$ cat src/rtl/music_pkg.sv
// Shared definitions for the music playlist controller: FSM state
// encoding, default parameters, song index width and index helpers.
package music_pkg;

    localparam int CLK_FRE_DEF   = 50_000_000;
    localparam int NUM_SONGS_DEF = 3;
    localparam int IDX_W         = 2;

    typedef enum logic [2:0] {
        ST_IDLE    = 3'd0,
        ST_START   = 3'd1,
        ST_PLAYING = 3'd2,
        ST_PAUSED  = 3'd3,
        ST_GAP     = 3'd4
    } state_t;

    function automatic logic [IDX_W-1:0] idx_inc(
        input logic [IDX_W-1:0] i,
        input int               n
    );
        if (int'(i) == n - 1) return '0;
        return i + 1'b1;
    endfunction

    function automatic logic [IDX_W-1:0] idx_dec(
        input logic [IDX_W-1:0] i,
        input int               n
    );
        if (i == '0) return IDX_W'(n - 1);
        return i - 1'b1;
    endfunction

endpackage

$ cat src/rtl/music_gap_timer.sv
// Down-counter that times the silence between songs.
// Ports: clk, rst_n, load_i (load GAP_CYCLES-1), en_i (count down), zero_o.
module music_gap_timer #(
    parameter int GAP_CYCLES = 4
) (
    input  logic clk,
    input  logic rst_n,
    input  logic load_i,
    input  logic en_i,
    output logic zero_o
);

    localparam int W = $clog2(GAP_CYCLES + 1);

    logic [W-1:0] cnt_q;
    logic [W-1:0] cnt_d;

    always_comb begin
        cnt_d = cnt_q;
        if (load_i) begin
            cnt_d = W'(GAP_CYCLES - 1);
        end else if (en_i && cnt_q != '0) begin
            cnt_d = cnt_q - 1'b1;
        end
    end

    always_ff @(posedge clk or negedge rst_n) begin
        if (!rst_n) begin
            cnt_q <= '0;
        end else begin
            cnt_q <= cnt_d;
        end
    end

    assign zero_o = (cnt_q == '0);

endmodule

$ cat src/rtl/music_playlist_ctrl.sv
// Playlist sequencer for NUM_SONGS external song players.
// Ports: buttons/repeat_all/play_done/buzzer_in in; play_en, run, buzzer, song_idx, busy out.
module music_playlist_ctrl
    import music_pkg::*;
#(
    parameter int CLK_FRE    = CLK_FRE_DEF,
    parameter int NUM_SONGS  = NUM_SONGS_DEF,
    parameter int GAP_CYCLES = CLK_FRE / 2
) (
    input  logic                 clk,
    input  logic                 rst_n,
    input  logic                 btn_play,
    input  logic                 btn_next,
    input  logic                 btn_prev,
    input  logic                 repeat_all,
    input  logic [NUM_SONGS-1:0] play_done,
    input  logic [NUM_SONGS-1:0] buzzer_in,
    output logic [NUM_SONGS-1:0] play_en,
    output logic                 run,
    output logic                 buzzer,
    output logic [IDX_W-1:0]     song_idx,
    output logic                 busy
);

    state_t               state_q, state_d;
    logic [IDX_W-1:0]     idx_q, idx_d;
    logic [NUM_SONGS-1:0] play_en_q;
    logic                 run_q;
    logic                 buzzer_q;
    logic                 gap_load;
    logic                 gap_zero;
    logic                 done_sel;

    // Only the selected player's end-of-song pulse matters.
    assign done_sel = play_done[idx_q];

    always_comb begin
        state_d  = state_q;
        idx_d    = idx_q;
        gap_load = 1'b0;
        unique case (state_q)
            ST_IDLE: begin
                if (btn_play) begin
                    state_d = ST_START;
                end else if (btn_next && !btn_prev) begin
                    idx_d = idx_inc(idx_q, NUM_SONGS);
                end else if (btn_prev && !btn_next) begin
                    idx_d = idx_dec(idx_q, NUM_SONGS);
                end
            end
            ST_START: begin
                state_d = ST_PLAYING;
            end
            ST_PLAYING, ST_PAUSED: begin
                // End of song outranks a simultaneous pause/resume press.
                if (done_sel) begin
                    state_d  = ST_GAP;
                    idx_d    = idx_inc(idx_q, NUM_SONGS);
                    gap_load = 1'b1;
                end else if (btn_play) begin
                    state_d = (state_q == ST_PLAYING) ? ST_PAUSED
                                                      : ST_PLAYING;
                end
            end
            ST_GAP: begin
                if (btn_play) begin
                    state_d = ST_IDLE;
                end else if (gap_zero) begin
                    state_d = (repeat_all || idx_q != '0) ? ST_START
                                                          : ST_IDLE;
                end
            end
            default: begin
                state_d = ST_IDLE;
            end
        endcase
    end

    music_gap_timer #(
        .GAP_CYCLES(GAP_CYCLES)
    ) u_gap (
        .clk   (clk),
        .rst_n (rst_n),
        .load_i(gap_load),
        .en_i  (state_q == ST_GAP),
        .zero_o(gap_zero)
    );

    // Outputs are registered from the next state so they line up with it.
    always_ff @(posedge clk or negedge rst_n) begin
        if (!rst_n) begin
            state_q   <= ST_IDLE;
            idx_q     <= '0;
            play_en_q <= '0;
            run_q     <= 1'b0;
            buzzer_q  <= 1'b1;
        end else begin
            state_q   <= state_d;
            idx_q     <= idx_d;
            play_en_q <= (state_d == ST_START)
                         ? (NUM_SONGS'(1) << idx_d) : '0;
            run_q     <= (state_d == ST_PLAYING);
            buzzer_q  <= (state_d == ST_PLAYING) ? buzzer_in[idx_q] : 1'b1;
        end
    end

    assign play_en  = play_en_q;
    assign run      = run_q;
    assign buzzer   = buzzer_q;
    assign song_idx = idx_q;
    assign busy     = (state_q != ST_IDLE);

endmodule
$ cat config.mk
export PLATFORM = sky130hd
export DESIGN_NAME = music_playlist_ctrl
export DESIGN_NICKNAME = d
export VERILOG_FILES = /design/src/rtl/music_pkg.sv /design/src/rtl/music_gap_timer.sv /design/src/rtl/music_playlist_ctrl.sv
export SDC_FILE = /design/constraint.sdc
export NUM_CORES = 1
export LEC_CHECK = 0
export CAP_MARGIN = 20
export CORE_ASPECT_RATIO = 0.8
export CORE_MARGIN = 2
export CORE_UTILIZATION = 35
export CTS_CLUSTER_DIAMETER = 200
export DETAILED_ROUTE_END_ITERATION = 7
export PLACE_DENSITY_LB_ADDON = 0.12
export SETUP_SLACK_MARGIN = 0.05
export SYNTH_ARGS = -nofsm -noshare
export SYNTH_HDL_FRONTEND = slang
export SYNTH_HIERARCHICAL = 1
export SYNTH_SLANG_ARGS = --single-unit
export TNS_END_PERCENT = 100
$ cat constraint.sdc
create_clock -name clk -period 2.5 [get_ports clk]
set_clock_uncertainty 0.2 [all_clocks]
set_input_delay 0.625 -clock clk [delete_from_list [all_inputs] [get_ports clk]]
set_output_delay 0.625 -clock clk [all_outputs]
set_load 0.02 [all_outputs]
==> impl_metrics.json, run 1 <==
{
  "clock.fmax_mhz": 417.2,
  "clockBufferDepth": 2,
  "cp_max_fo": 13,
  "final_max_slew_viol_count": 0,
  "powerDensity_mw_per_mm2": 752.9,
  "dpl.hpwl_um": 3722,
  "placed_cell_area_mm2": 0.002590,
  "tightestPinTransition_ns": 0.4241,
  "antenna_found_initial": 0,
  "clk_pin_slew_ns": 0.07,
  "clock-sinks": 35,
  "max_stage_delay_ns": 0.69,
  "n_antenna_cell": 0,
  "synth_async_sr_flop_share_pct": 100.0,
  "cp.depth": 1,
  "post-route-min-period_ns": 2.397,
  "root_buffer": "clkbuf_8",
  "yosysSeqAreaShare_pct": 41.95,
  "portBuffers": 19,
  "ys_warn_count": 6,
  "rows": 25,
  "grt_use_total_pct": 15.68,
  "grt_max_degree": 18,
  "coreArea_mm2": 0.005849,
  "firstDrtPassIters": 4,
  "worst-r2r-cell-count": 8,
  "slew_headroom_pct": 71.73,
  "vias_per_cell": 5.048,
  "grt_pass1_vias": 1589,
  "postRouteAntennaNets": 0,
  "syn_inst": 214,
  "worst_hold_path_type": "input pin to async pin",
  "nNetsFinal": 287,
  "leakagePower_nw": 1.041,
  "cts_tree": "yes",
  "finalCritPeriodShare_pct": 95.88,
  "cts_buffers": 5,
  "die_area_mm2": 0.006612,
  "routed_wl_um": 4974,
  "fin_ws_ns": 0.1029,
  "die_h_um": 73.13,
  "grt_overflow": 0,
  "setup_viol": 0,
  "drt_iter0_drc": 74,
  "fin_util_pct": 46.80,
  "synth_flop_cell": "dfrtp_1",
  "syn_avg_cell_area_um2": 9.770,
  "design_area_mm2": 0.002738,
  "synth-seq-cells": 35,
  "setup.worst_path.class": "flip-flop to output port",
  "areaGrowthSynthToFinish_pct": 30.94,
  "yosysUniqueCellTypes": 54,
  "cp.required_ns": 1.67,
  "cp-end-kind": "output port",
  "syn_area_mm2": 0.002091,
  "cap_violations": 0,
  "htree_levels": 2,
  "wl_per_cell_um": 14.17,
  "crit_family": "buffers and inverters",
  "rsz0062_at_grt": "yes",
  "grt_pass1_wl_um": 8093,
  "clk_latency_ns": 0.29,
  "start_util_pct": 35.74,
  "post-place-ws_ns": 0.1155,
  "drive_gt1_share_pct": 27.78,
  "critPathBufInv": 1,
  "cp_slowest_cell": "clkdlybuf4s50_1",
  "ios": 20,
  "total_power_mw": 2.061,
  "critPathArrivalTime_ns": 1.57,
  "cp-start-kind": "flip-flop",
  "synth_fp_nets": 232,
  "vias": 1772,
  "route.detailed.drc": 0,
  "hold_violations": 0,
  "worstPathCellList": "clkdlybuf4s50_1",
  "whs_ns": 0.02781,
  "place_congestion": 0.8026,
  "synth-edff-count": 0,
  "die_w_um": 90.41,
  "status": "finished, final reports clean",
  "ir_worst_vdd_mv": 0.3676
}
## per-layer routing
metal | wire length, um | up-vias | GRT usage (%)
met5 | 0 | - | 0
met4 | 48 | 0 | 5.128
met3 | 122 | 4 | 3.409
met2 | 2047 | 22 | 20.72
met1 | 2754 | 841 | 24.79
li1 | - | 905 | -
## power by group
group	switching, mW	internal (mW)
Sequential	0.0918	0.649
Combinational	0.457	0.407
Clock	0.205	0.252
Total	0.753	1.31
## synth_stat cells (4+ instances only)
library cell  count  area share [%]
dfrtp_1          34              41
nand2_1          16             2.9
nand3_1          11             2.6
o21ai_0          11             2.6
nor2_1           10             1.8
or3_1            10             3.0
a21oi_1           8             1.9
nor4_1            8             2.4
xor2_1            8             3.4
ha_1              6             3.6
inv_1             5            0.90
nor2b_1           5             1.5
and2_1            4             1.2
nand4_1           4             1.2
nor3_1            4            0.96
## flip-flops by register name, indices dropped and copies added, names as in the netlist
| register | count |
|---|---|
| buzzer | 1 |
| song_idx | 2 |
| play_en | 3 |
| run | 1 |
| state_q | 3 |
| u_gap/cnt_q | 25 |
## kinds of logic (layout without fill, tap and decap cells)
logic type	count (synthesis)	count (layout)	synth area share, %
and+or+nand+nor	106	106	31.60
AOI/OAI and AO/OA	42	42	14.18
DFF	35	35	41.95
buffers and inverters	12	68	2.992
xor gates and xnor gates	10	10	4.189
adders and majority gates	6	6	3.591
muxes	3	3	1.496
## stage by stage
step           setup TNS [ns]  cells
3_3_place_gp                0    340
2_1_floorplan               0    214
3_5_place_dp                0    340
5_1_grt              -0.03182    351
4_1_cts                     0    348
6_report                    0    351
## layout make-up
cell class	count	area, um2
fill	576	3112
multi-input combinational	167	1177
sequential	35	877.1
timing repair buffer	54	459.2
tap	81	101.3
clock buffer	8	100.1
inverter	6	22.52
## final timing paths
path                                               end             startpoint  slack, ns
hold / removal              u_gap/cnt_q[3]$_DFFE_PN0P_                  rst_n       0.03
setup reg to reg           u_gap/cnt_q[13]$_DFFE_PN0P_   state_q[0]$_DFF_PN0_       0.11
max in group asynchronous             buzzer$_DFF_PN1_                  rst_n       1.51
hold reg to reg                   state_q[1]$_DFF_PN0_   state_q[2]$_DFF_PN0_       0.34
setup / recovery                           song_idx[0]  song_idx[0]$_DFF_PN0_       0.10
min in group clk                  state_q[1]$_DFF_PN0_   state_q[2]$_DFF_PN0_       0.34
## cells in the final DEF (no fill, tap or decap), types with 3 or more instances in the layout
cell type and n:
a21oi_1 7, a31oi_1 3, and2_1 3, and3_1 3, buf_4 34, clkbuf_8 7
clkdlybuf4s50_1 17, dfrtp_1 34, ha_1 6, inv_1 4, nand2_1 16, nand2b_1 3
nand3_1 11, nand3b_1 3, nand4_1 4, nor2_1 10, nor2b_1 5, nor3_1 4
nor4_1 6, nor4_2 5, o21ai_0 11, or2_2 3, or3_1 10, or3_2 3
xor2_1 8
## what timing repair did
action,4_1_cts,5_1_grt
endpoints found under the setup margin,1,12
gates cloned,0,0
pin swaps,0,3
resized for setup,1,7
hold buffers,0,0
buffers inserted,0,3
Power figures use the tool's default switching activity.
==> run 2, diff against run 1 <==
CORE_MARGIN = 10   (was 2)
PLACE_DENSITY_LB_ADDON = 0.08   (was 0.12)
clock period = 2 ns   (was 2.5 ns; I/O delays follow)
==> run 2 against run 1 <==
  * The run now ends with setup timing left
  * Final cell count is 12% higher
  * Combinational power is 74% higher
  * Worst hold slack better by 0.34 ns
  * Clock-buffer cell count fell by 1
  * Core utilization increased by 12 points
  * Largest power group unchanged
==> impl_metrics.json, run 2 (synthesis gave the netlist of run 1 again) <==
{
  "clockBufferDepth": 2,
  "tightestPinTransition_ns": 0.4601,
  "regToRegEndpoint": "u_gap/cnt_q[4]$_DFFE_PN0P_",
  "clk_latency_ns": 0.29,
  "firstDrtPassIters": 4,
  "grt_pass1_wl_um": 10170,
  "nNetsFinal": 329,
  "routed_wl_um": 6115,
  "die_w_um": 106.4,
  "coreArea_mm2": 0.005849,
  "place_inst": 371,
  "hold_violations": 0,
  "grt_use_total_pct": 13.42,
  "post-route-min-period_ns": 2.229,
  "die_area_mm2": 0.009484,
  "rsz0062_at_grt": "yes",
  "rows": 25,
  "worst-r2r-cell-count": 7,
  "die_h_um": 89.13,
  "clock-sinks": 35,
  "grt_overflow": 0,
  "grt_pass1_vias": 2028,
  "violations": "setup timing",
  "cp-end-kind": "flip-flop",
  "clock.fmax_mhz": 448.6,
  "n_antenna_cell": 0,
  "largest_register_ffs": 25,
  "place_congestion": 0.7978,
  "finalCritPeriodShare_pct": 111.5,
  "route.detailed.drc": 0,
  "dpl.hpwl_um": 4420,
  "instances_no_fill": 393,
  "fin_ws_ns": -0.2291,
  "placed_cell_area_mm2": 0.002940,
  "design_area_mm2": 0.003418,
  "slew_headroom_pct": 69.33,
  "total_power_mw": 2.965,
  "postRouteAntennaNets": 0,
  "areaGrowthSynthToFinish_pct": 63.50,
  "final_common_cell": "buf_4",
  "start_util_pct": 35.74,
  "ios": 20,
  "hold_start": "u_gap/cnt_q[17]$_DFFE_PN0P_",
  "status": "complete, but fails checks",
  "setup.worst_path.class": "flip-flop to flip-flop",
  "clk_pin_slew_ns": 0.08,
  "vias_per_cell": 5.051,
  "final_max_slew_viol_count": 0,
  "critPathArrivalTime_ns": 2.19,
  "wl_per_cell_um": 15.56,
  "ir_worst_vdd_mv": 0.7106,
  "powerDensity_mw_per_mm2": 867.4,
  "drive_gt1_share_pct": 50.96,
  "cap_violations": 0,
  "cts_tree": "yes",
  "top_register": "u_gap/cnt_q",
  "min_to": "u_gap/cnt_q[17]$_DFFE_PN0P_",
  "worst_hold_path_type": "flip-flop to flip-flop",
  "cp_max_fo": 3,
  "portBuffers": 19,
  "hold_depth": 2,
  "leakagePower_nw": 1.362,
  "reg2reg_from": "u_gap/cnt_q[8]$_DFFE_PN0P_",
  "setup_viol": 27,
  "root_buffer": "clkbuf_8",
  "grt_max_degree": 19,
  "cp.required_ns": 1.96,
  "vias": 1985,
  "drt_iter0_drc": 57,
  "antenna_found_initial": 0,
  "final_cell_mix": "buf_4, dfrtp_1, nand2_1",
  "cts_buffers": 5,
  "r2r_slack_ns": -0.23,
  "cp-start-kind": "flip-flop",
  "htree_levels": 2
}
-- run 2: repair_timing --
action	in CTS	in global routing
setup endpoints to repair	33	35
pin swaps	28	17
hold endpoints to repair	16	0
buffers inserted	9	5
gates resized for setup	41	31
hold buffers	1	0
-- run 2: cell type report --
class	instances	area (um2)
fill	513	2431
clock inverter	1	5.005
tap	81	101.3
timing repair buffer	96	835.8
clock buffer	7	86.33
multi-input combinational	167	1479
sequential	35	883.3
inverter	6	27.53
-- run 2: how the worst max path moves through the flow --
stage	slack [ns]	depth (start not counted)	startpoint	end
global route	-0.33	6	u_gap/cnt_q[8]$_DFFE_PN0P_	u_gap/cnt_q[23]$_DFFE_PN0P_
CTS	-0.24	7	u_gap/cnt_q[6]$_DFFE_PN0P_	u_gap/cnt_q[4]$_DFFE_PN0P_
finish	-0.23	7	u_gap/cnt_q[8]$_DFFE_PN0P_	u_gap/cnt_q[4]$_DFFE_PN0P_
floorplan	-0.28	7	u_gap/cnt_q[0]$_DFFE_PN0P_	u_gap/cnt_q[20]$_DFFE_PN0P_
global placement	-0.33	7	u_gap/cnt_q[10]$_DFFE_PN0P_	u_gap/cnt_q[4]$_DFFE_PN0P_
detailed placement	-0.37	7	u_gap/cnt_q[10]$_DFFE_PN0P_	u_gap/cnt_q[4]$_DFFE_PN0P_
-- run 2: power breakdown --
group | switching [mW] | internal [mW] | total [mW]
clock | 0.263 | 0.278 | 0.542
sequential | 0.110 | 0.815 | 0.926
combinational | 0.741 | 0.757 | 1.50
-- run 2: stage by stage --
stage / setup TNS (ns) / utilization (%) / hold slack [ns] / setup WS, ns
3_5_place_dp: -5.682 / 50.27 / 0.2767 / -0.3723
2_1_floorplan: -1.326 / - / 0.004409 / -0.2840
6_report: -3.757 / 58.44 / 0.3656 / -0.2291
4_1_cts: -3.133 / 55.66 / 0.3644 / -0.2364
5_1_grt: -6.873 / 58.44 / 0.4124 / -0.3316
3_3_place_gp: -5.272 / 50.27 / 0.2806 / -0.3323
-- run 2: worst max-delay path, stage by stage (launching register included) --
cell and delay, ns:
dfrtp_1 0.44, nor4_2 0.32, buf_4 0.18, nand4_1 0.16, o31ai_4 0.28, buf_6 0.16
nor4_1 0.04, or3_1 0.31
-- run 2: metal layers --
metal  GRT usage [%]  share of wire, %  vias to the layer above
li1                -                 -                      998
met1           18.53                52                      967
met2           21.19                45                       18
met3           2.882               2.4                        2
met4           2.577              0.47                        0
met5               0                 0                        -
